## src/rtl/sub_cmp_pipe_if.sv

```systemverilog
// sub_cmp_pipe_if: operand/result handshake bundle for sub_cmp_pipe.
//   in_valid/in_ready   operation offered / accepted
//   in_a, in_b          minuend / subtrahend (WIDTH)
//   in_sign             1 = signed, 0 = unsigned
//   in_tag              opaque tag (TAG_W), returned with the result
//   out_valid/out_ready result present / consumed
//   out_s               A - B mod 2^WIDTH
//   out_z/v/n/lt        zero, overflow/borrow, negative, less-than
//   out_tag             tag of the result
// master = producer/consumer side (issue + writeback), slave = the pipe.
interface sub_cmp_pipe_if #(
  parameter int WIDTH = 32,
  parameter int TAG_W = 4
);
  logic             in_valid;
  logic             in_ready;
  logic [WIDTH-1:0] in_a;
  logic [WIDTH-1:0] in_b;
  logic             in_sign;
  logic [TAG_W-1:0] in_tag;
  logic             out_valid;
  logic             out_ready;
  logic [WIDTH-1:0] out_s;
  logic             out_z;
  logic             out_v;
  logic             out_n;
  logic             out_lt;
  logic [TAG_W-1:0] out_tag;

  modport master (
    output in_valid, in_a, in_b, in_sign, in_tag, out_ready,
    input  in_ready, out_valid, out_s, out_z, out_v, out_n, out_lt, out_tag
  );

  modport slave (
    input  in_valid, in_a, in_b, in_sign, in_tag, out_ready,
    output in_ready, out_valid, out_s, out_z, out_v, out_n, out_lt, out_tag
  );
endinterface

```

## src/rtl/sub_cmp_pipe.sv

```systemverilog
// sub_cmp_pipe: pipelined subtract/compare. S = A - B is computed in STAGES
// borrow-chained slices of W_S = WIDTH/STAGES bits, one slice per stage.
// The last stage derives Z/V/N/lt from the full result and registers them.
// Ports:
//   clk, reset   clock, synchronous active-high reset
//   bus          sub_cmp_pipe_if.slave (operand in / result out handshake)
//   v_clr        (SUB_CMP_PIPE_STICKY_V_EN only) clear sticky overflow
//   v_sticky     (SUB_CMP_PIPE_STICKY_V_EN only) sticky overflow flag
// Optional feature macro: SUB_CMP_PIPE_STICKY_V_EN.
// Whole pipe advances together on adv = !out_valid || out_ready; bubbles stay.

// One borrow-chained slice of the subtractor.
module sub_cmp_slice #(
  parameter int W = 16
) (
  input  logic [W-1:0] a,
  input  logic [W-1:0] b,
  input  logic         bin,
  output logic [W-1:0] d,
  output logic         bout
);
  logic [W:0] diff;

  // Extra top bit goes to 1 exactly when the slice underflows.
  assign diff = {1'b0, a} - {1'b0, b} - {{W{1'b0}}, bin};
  assign d    = diff[W-1:0];
  assign bout = diff[W];
endmodule

module sub_cmp_pipe #(
  parameter int WIDTH  = 32,
  parameter int STAGES = 2,
  parameter int TAG_W  = 4
) (
  input  logic          clk,
  input  logic          reset,
  sub_cmp_pipe_if.slave bus
`ifdef SUB_CMP_PIPE_STICKY_V_EN
  ,
  input  logic          v_clr,
  output logic          v_sticky
`endif
);
  localparam int W_S = WIDTH / STAGES;
  localparam int MSB = WIDTH - 1;

  // Operands travel whole; bits already consumed have no fanout downstream
  // and are trimmed by synthesis.
  typedef struct packed {
    logic [WIDTH-1:0] a;
    logic [WIDTH-1:0] b;
    logic [WIDTH-1:0] s;
    logic             borrow;
    logic             sign;
    logic [TAG_W-1:0] tag;
    logic             z;
    logic             v;
    logic             n;
    logic             lt;
  } stage_t;

  logic              adv;
  logic              vld_in;
  logic [STAGES:1]   vld_pipe;
  logic [STAGES:0]   vld_shift;

  stage_t stg_cur [STAGES];
  stage_t stg_nxt [STAGES];
  stage_t stg_q   [STAGES];

  // Backpressure depends only on the output register, never on in_valid.
  assign adv          = !vld_pipe[STAGES] || bus.out_ready;
  assign bus.in_ready = adv;
  assign vld_in       = bus.in_valid && adv;
  assign vld_shift    = {vld_pipe, vld_in};

  always_ff @(posedge clk) begin
    if (reset)    vld_pipe <= '0;
    else if (adv) vld_pipe <= vld_shift[STAGES-1:0];
  end

  for (genvar k = 0; k < STAGES; k++) begin : g_stg
    logic [W_S-1:0] d;
    logic           bout;

    if (k == 0) begin : g_head
      always_comb begin
        stg_cur[0]      = '0;
        stg_cur[0].a    = bus.in_a;
        stg_cur[0].b    = bus.in_b;
        stg_cur[0].sign = bus.in_sign;
        stg_cur[0].tag  = bus.in_tag;
      end
    end else begin : g_body
      assign stg_cur[k] = stg_q[k-1];
    end

    sub_cmp_slice #(.W(W_S)) u_slice (
      .a    (stg_cur[k].a[k*W_S +: W_S]),
      .b    (stg_cur[k].b[k*W_S +: W_S]),
      .bin  (stg_cur[k].borrow),
      .d    (d),
      .bout (bout)
    );

    always_comb begin
      stg_nxt[k]                 = stg_cur[k];
      stg_nxt[k].s[k*W_S +: W_S] = d;
      stg_nxt[k].borrow          = bout;
      if (k == STAGES - 1) begin
        stg_nxt[k].z = (stg_nxt[k].s == '0);
        if (stg_cur[k].sign) begin
          // Overflow: operands differ in sign and result sign left A's.
          stg_nxt[k].v  = (stg_cur[k].a[MSB] != stg_cur[k].b[MSB]) &&
                          (stg_nxt[k].s[MSB] != stg_cur[k].a[MSB]);
          stg_nxt[k].n  = stg_nxt[k].s[MSB];
          stg_nxt[k].lt = stg_nxt[k].s[MSB] ^ stg_nxt[k].v;
        end else begin
          // Final borrow-out is the unsigned A < B.
          stg_nxt[k].v  = bout;
          stg_nxt[k].n  = 1'b0;
          stg_nxt[k].lt = bout;
        end
      end
    end

    always_ff @(posedge clk) begin
      if (reset)    stg_q[k] <= '0;
      else if (adv) stg_q[k] <= stg_nxt[k];
    end
  end

  assign bus.out_valid = vld_pipe[STAGES];
  assign bus.out_s     = stg_q[STAGES-1].s;
  assign bus.out_z     = stg_q[STAGES-1].z;
  assign bus.out_v     = stg_q[STAGES-1].v;
  assign bus.out_n     = stg_q[STAGES-1].n;
  assign bus.out_lt    = stg_q[STAGES-1].lt;
  assign bus.out_tag   = stg_q[STAGES-1].tag;

`ifdef SUB_CMP_PIPE_STICKY_V_EN
  // Set on a consumed result with overflow; set beats a same-cycle clear.
  always_ff @(posedge clk) begin
    if (reset)                                         v_sticky <= 1'b0;
    else if (bus.out_valid && bus.out_ready && bus.out_v) v_sticky <= 1'b1;
    else if (v_clr)                                    v_sticky <= 1'b0;
  end
`endif
endmodule

```

## src/flat_wrapper.sv

```systemverilog
// flat-port wrapper written by rule: the top's interface ports become plain ports
module sub_cmp_pipe_flat 
#(
  parameter int WIDTH  = 32,
  parameter int STAGES = 2,
  parameter int TAG_W  = 4
)
  (clk, reset, bus_in_valid, bus_in_a, bus_in_b, bus_in_sign, bus_in_tag, bus_out_ready, bus_in_ready, bus_out_valid, bus_out_s, bus_out_z, bus_out_v, bus_out_n, bus_out_lt, bus_out_tag);
  sub_cmp_pipe_if #(.WIDTH(WIDTH), .TAG_W(TAG_W)) bus_i ();
  input  logic clk;
  input  logic reset;
  input wire logic [$bits(bus_i.in_valid)-1:0] bus_in_valid;
  input wire logic [$bits(bus_i.in_a)-1:0] bus_in_a;
  input wire logic [$bits(bus_i.in_b)-1:0] bus_in_b;
  input wire logic [$bits(bus_i.in_sign)-1:0] bus_in_sign;
  input wire logic [$bits(bus_i.in_tag)-1:0] bus_in_tag;
  input wire logic [$bits(bus_i.out_ready)-1:0] bus_out_ready;
  output wire logic [$bits(bus_i.in_ready)-1:0] bus_in_ready;
  output wire logic [$bits(bus_i.out_valid)-1:0] bus_out_valid;
  output wire logic [$bits(bus_i.out_s)-1:0] bus_out_s;
  output wire logic [$bits(bus_i.out_z)-1:0] bus_out_z;
  output wire logic [$bits(bus_i.out_v)-1:0] bus_out_v;
  output wire logic [$bits(bus_i.out_n)-1:0] bus_out_n;
  output wire logic [$bits(bus_i.out_lt)-1:0] bus_out_lt;
  output wire logic [$bits(bus_i.out_tag)-1:0] bus_out_tag;
  assign bus_i.in_valid = bus_in_valid;
  assign bus_i.in_a = bus_in_a;
  assign bus_i.in_b = bus_in_b;
  assign bus_i.in_sign = bus_in_sign;
  assign bus_i.in_tag = bus_in_tag;
  assign bus_i.out_ready = bus_out_ready;
  assign bus_in_ready = bus_i.in_ready;
  assign bus_out_valid = bus_i.out_valid;
  assign bus_out_s = bus_i.out_s;
  assign bus_out_z = bus_i.out_z;
  assign bus_out_v = bus_i.out_v;
  assign bus_out_n = bus_i.out_n;
  assign bus_out_lt = bus_i.out_lt;
  assign bus_out_tag = bus_i.out_tag;
  sub_cmp_pipe #(.WIDTH(WIDTH), .STAGES(STAGES), .TAG_W(TAG_W)) u_core (.clk(clk), .reset(reset), .bus(bus_i));
endmodule
```

## config.mk

```make
export PLATFORM = sky130hd
export DESIGN_NAME = sub_cmp_pipe_flat
export DESIGN_NICKNAME = d
export VERILOG_FILES = /design/src/rtl/sub_cmp_pipe_if.sv /design/src/rtl/sub_cmp_pipe.sv /design/src/flat_wrapper.sv
export SDC_FILE = /design/constraint.sdc
export NUM_CORES = 1
export LEC_CHECK = 0
export BUFFER_PORTS_ARGS = -buffer_cell sky130_fd_sc_hd__buf_2
export CORE_ASPECT_RATIO = 1.75
export CORE_MARGIN = 8
export CORE_UTILIZATION = 40
export DETAILED_ROUTE_END_ITERATION = 8
export PLACE_DENSITY = 0.61
export REMOVE_ABC_BUFFERS = 1
export SYNTH_ARGS = -nofsm -noshare
export SYNTH_HDL_FRONTEND = slang
export SYNTH_HIERARCHICAL = 1
export SYNTH_SLANG_ARGS = --single-unit
export TNS_END_PERCENT = 5
```

## constraint.sdc

```tcl
create_clock -name clk -period 4.2 [get_ports clk]
set_clock_uncertainty 0.05 [all_clocks]
set_input_delay 0.42 -clock clk [delete_from_list [all_inputs] [get_ports clk]]
set_output_delay 0.42 -clock clk [all_outputs]
set_load 0.05 [all_outputs]
```

-- Word level (Yosys, flattened, before mapping)
Memory sizes are Yosys's and may differ from the RTL's.
Index checks and enable logic that the tools add are counted.
- eq/ne operators: 2
- bitwise logic cells: 3
- multiplexer cells: 8
- $add $sub $neg: 3
- reduce and logical (&&, ||, !) cells: 5
- operators with widths (kind ; number):
    $mux 106 ; 2
    $sub 16x16->17 ; 2
    $logic_not 32->1 ; 1
    $sub 17x1->17 ; 1
    $mux 1 ; 5
    $mux 3 ; 1
    $logic_and 1x1->1 ; 2
    $ne 1x1->1 ; 2
    $or 1x1->1 ; 2
    $logic_not 1->1 ; 1
    $logic_or 1x1->1 ; 1
    $xor 1x1->1 ; 1
- bits of input ports: 73
- logic and storage cells: 23
- output and inout port bits: 42
- memories: 1
- bits in writable memories: 212
- register bits after elaboration: 2
- memory list (memory ; words ; bits a word ; read ports ; clocked after memory_dff ; write ports ; RTL line ; RTL):
    u_core.stg_q ; 2 ; 106 ; 2 ; 0 ; 2 ; sub_cmp_pipe.sv:69 ; stage_t stg_q [STAGES];

-- Depth between registers and ports, before layout
An unclocked memory read counts as a cell.
- depth after elaboration: 8
- gate-level depth with buffers: 13
- mapped depth without buffers: 12

-- Hierarchy
Netlist, hierarchy kept.
- by module, submodules not included (module ; area an instance (µm²) ; sequential area each (µm²) ; instances ; cells each):
    sub_cmp_pipe ; 3683.5 ; 2862.7 ; 1 ; 227
    sub_cmp_slice at u_core.g_stg[0].u_slice ; 1224.9 ; 0.0 ; 1 ; 174
    sub_cmp_slice at u_core.g_stg[1].u_slice ; 1142.3 ; 0.0 ; 1 ; 168

-- Worst setup path before layout
Ideal clock, no wire load.
- kind: register to register
- from: reg u_core/vld_pipe[2] (netlist bit)
- to: mem u_core/stg_q[0][100] (netlist bit), enable pin
- path buffers: 0
- stages on the path, launching flop included: 3
- required time: 3.249 ns
- arrival: 2.495 ns
- setup time: 0.901 ns
- slack: 0.754 ns
- clock period less this slack: 3.446 ns
- cells stage by stage: dfxtp_1 -> nor2b_4 -> nand2b_1
- RTL lines (item ; RTL line ; RTL):
    from (decl) ; sub_cmp_pipe.sv:64 ; logic [STAGES:1] vld_pipe;
    from (signal assigned) ; sub_cmp_pipe.sv:79 ; else if (adv) vld_pipe <= vld_shift[STAGES-1:0];
    to (decl) ; sub_cmp_pipe.sv:69 ;

==> impl_summary.log <==
[metrics] status: finished, final reports clean
[metrics] wire per inst: between 15 and 20 um
[metrics] die outline area: 19500 um^2
[metrics] Pwr per Cell Area: between 400 and 500 nW/um^2
[metrics] detailed-route DRC error count: 0
[metrics] overall die height: between 150 and 200 um
[metrics] Post-Place Worst Slack: around 1.1 ns
[metrics] Hold Buf Count CTS: 0
[metrics] final critical path time including I/O delays and setup: 3.09 ns
[metrics] post-CTS clock slew at the launch and capture registers of the worst setup and hold paths: 0.07 ns
[metrics] worst-case headroom to the max-slew limit: 0.500
[metrics] total leakage power: between 3 and 4 nW
[metrics] Area Overhead vs Synth: 17.6%
[metrics] Internal Dissipation: around 2.1 mW
[metrics] wire length on met2: 7810 um
[metrics] clock insertion delay at the later pin of the skew report: 0.33 ns
[metrics] first-pass GRT wire length: around 22000 um
[metrics] worst-case vdd ir drop: around 0.00023 V
[metrics] H-tree levels: 3
[metrics] overall routed net length: between 10000 and 15000 um
[metrics] Yosys top cell area share: 0.467
[metrics] Async SR Flop Fraction: 0
[metrics] TritonCTS clock tree: done
[metrics] Logic pwr share: 0.357
[metrics] Final GP Congestion: a little under 0.9
[metrics] first-iteration detailed-routing DRC count: about 140
[metrics] top metal layer carrying routed signals: met4
[metrics] most instantiated flip-flop cell in the synthesis netlist: sky130_fd_sc_hd__edfxtp_1
[metrics] CTS Sinks: 96
[metrics] least setup slack across all paths after layout: between 1 and 1.5 ns
[metrics] cell area after synthesis: 6050 um^2
[metrics] wire length on met1: roughly 4700 um
[metrics] ratio of cells with drive above 1 in the final layout: 0.221
[metrics] total number of vias: roughly 4300
[metrics] most area-hungry cell type in the Yosys netlist: sky130_fd_sc_hd__edfxtp_1
[metrics] sw frac: 0.358
[metrics] largest fanout on the critical path: 7
[metrics] portion of netlist area occupied by mux cells: 0
[metrics] Hold Worst Slack: 0.280 ns
[metrics] CP Data Arrival Time: 3.19 ns
[metrics] worst setup path class: flip-flop to flip-flop
[metrics] synthesized-area fraction occupied by xor and xnor cells: 0.0391
[metrics] class of the most critical hold timing path: primary input to flip-flop
[metrics] via count of the first global-routing pass: 4643
[metrics] Hold Violations, Final: 0
[metrics] global route overflow: 0
[metrics] length of routed met3 wiring: 594 um
[metrics] placed cell count: roughly 860
[metrics] all-layer global routing usage: 0.143
[metrics] Clk Tree Root Cell: sky130_fd_sc_hd__clkbuf_16
[metrics] switching power total: about 1.2 mW
[metrics] number of buffers added on ports: 114
[metrics] final worst path period share: 0.737
[metrics] number of buffers inserted to repair setup after CTS: 0
[metrics] required time worst endpoint: ~4.3 ns
[metrics] share of power burned in registers: 0.387
[metrics] max frequency: between 300 and 400 MHz
[metrics] die width: approximately 110 um
[metrics] fin util: 0.480
[metrics] HPWL Detailed: between 10000 and 15000 um
[metrics] number of clock buffers inserted by TritonCTS: 9
[metrics] Clock Power Share: 0.256
[metrics] count of pins over their slew limit: 0
[metrics] share of synthesized cell area in full adder, half adder and majority cells: 0.137
[metrics] worst-margin pin slew: approximately 0.74 ns
[metrics] setup repair after global routing missed its margin: false
[metrics] Max Cap Viol: 0
[metrics] sequential fraction of the synthesis area: 0.473
[metrics] Worst setup EP type: flip-flop
[metrics] unique cell type count in the Yosys netlist: 60
[metrics] Initial Util: 0.408
[metrics] final setup violation count: 0
[metrics] number of enable-type register cells in the synthesized netlist: 94
[metrics] cell row count: between 50 and 60
[metrics] Post-Synthesis Mean Instance Area: between 10 and 15 um^2
[metrics] antenna-violating nets left: 0
[metrics] cells after synthesis: around 570
[metrics] Compound-Gate Fraction of Synth Area: 0.103
[metrics] first-pass iteration count of the detailed router: 4
[metrics] number of warnings issued by yosys: 6
[metrics] maximum count of clock buffers along a single path: 2
[metrics] area of the core: 14800 um^2
[metrics] total I/O pin count: between 100 and 150
[metrics] Inserted Diodes: 0
[metrics] dominant cells by area after synthesis: sky130_fd_sc_hd__edfxtp_1, sky130_fd_sc_hd__ha_1, sky130_fd_sc_hd__and2_1
[metrics] vias per cell: approximately 4.9
[metrics] startpoint types: flip-flop
[metrics] synthesized-area fraction occupied by and/or/nand/nor cells: 0.174
[metrics] #FFs+latches synth: 96
[metrics] combinational family with the most area after synthesis: simple AND/OR/NAND/NOR gates
[metrics] largest net degree at the start of global routing: 56
[metrics] Nets: ~820
[metrics] cells resized by post-CTS repair: 0
[metrics] final non-filler cell total: a little under 900
[metrics] number of antenna violations at the first check in global routing: 0
[metrics] TNS Setup: 0 ns
synth_stat cells, drive strengths merged, types with 5 or more instances:
| cell type | n |
|---|---|
| o21ai | 20 |
| and2 | 90 |
| nor4 | 9 |
| nor2 | 19 |
| edfxtp | 94 |
| a21oi | 25 |
| xnor2 | 19 |
| nand2 | 24 |
| nand3 | 7 |
| clkbuf | 10 |
| a21o | 6 |
| inv | 102 |
| o211ai | 5 |
| ha | 60 |
| nand2b | 5 |
| xor2 | 8 |
registers in the layout, summed over array words and instances (netlist names):
register and cells:
u_core/stg_q 94, u_core/vld_pipe 2
power groups by stage:
stage          sequential [mW]  clock [mW]  combinational [mW]
2_1_floorplan             1.51           0               0.606
3_3_place_gp              1.27           0                1.16
3_5_place_dp              1.27           0                1.16
4_1_cts                   1.25       0.854                1.17
5_1_grt                   1.26       0.891                1.26
6_report                  1.25       0.826                1.15
metrics by stage:
| stage | cell area [um^2] | power (mW) |
|---|---|---|
| detailed placement | 6810 | 2.44 |
| global route | 7120 | 3.41 |
| CTS | 7120 | 3.27 |
| floorplan | 5990 | 2.12 |
| global placement | 6810 | 2.42 |
| finish | 7120 | 3.22 |
worst paths after layout:
check / cells past startpoint / endpoint / startpoint / slack (ns)
setup / recovery: 10 / u_core/stg_q[1][0]$_SDFFCE_PN0P_ / u_core/stg_q[0][69]$_SDFFCE_PN0P_ / 1.11
hold reg to reg: 2 / u_core/vld_pipe[1]$_SDFFE_PP0N_ / u_core/vld_pipe[1]$_SDFFE_PP0N_ / 0.43
hold / removal: 2 / u_core/vld_pipe[2]$_SDFFE_PP0N_ / reset / 0.28
setup reg to reg: 10 / u_core/stg_q[1][0]$_SDFFCE_PN0P_ / u_core/stg_q[0][69]$_SDFFCE_PN0P_ / 1.11
cell type report:
type                    count  area, um^2
flip-flops and latches     96        2860
well taps                 183         229
fillers                  1430        7720
clock inverters             6        75.1
inverters                 102         383
multi-input cells         359        2750
clock buffers              10         229
repair buffers            116         586
cells by family after synthesis:
| group | after synthesis |
|---|---|
| other | 1 |
| buffers and inverters | 114 |
| flip-flops | 96 |
| AO/OA/AOI/OAI | 88 |
| XOR/XNOR | 27 |
| adder cells (fa/ha/maj) | 64 |
| AND/OR/NAND/NOR | 179 |
worst max-delay path, stage by stage (launching register included):
cell	delay [ns]
sky130_fd_sc_hd__edfxtp_1	0.38
sky130_fd_sc_hd__ha_1	0.29
sky130_fd_sc_hd__inv_1	0.04
sky130_fd_sc_hd__ha_1	0.44
sky130_fd_sc_hd__nand2_1	0.14
sky130_fd_sc_hd__nor3_1	0.28
sky130_fd_sc_hd__nand3_1	0.11
sky130_fd_sc_hd__o221ai_1	0.21
sky130_fd_sc_hd__xor2_1	0.44
sky130_fd_sc_hd__o21ai_0	0.19
sky130_fd_sc_hd__a311oi_1	0.32
placed cells by master, fill, tap and decap left out, types with 7 or more instances in the layout:
cell and count:
sky130_fd_sc_hd__clkbuf_16 9, sky130_fd_sc_hd__nand2_1 23, sky130_fd_sc_hd__buf_2 114, sky130_fd_sc_hd__xnor2_1 19
sky130_fd_sc_hd__inv_1 101, sky130_fd_sc_hd__edfxtp_1 94, sky130_fd_sc_hd__o21ai_0 18, sky130_fd_sc_hd__ha_1 60
sky130_fd_sc_hd__xor2_1 8, sky130_fd_sc_hd__a21oi_1 25, sky130_fd_sc_hd__and2_1 89, sky130_fd_sc_hd__nand3_1 7
sky130_fd_sc_hd__nor2_1 18
routing by layer:
layer,global-route usage,vias up
li1,-,2171
met1,0.131,2009
met2,0.284,95
met3,0.0302,18
met4,0.0643,0
met5,0,-
(Power assumes the default switching activity.)
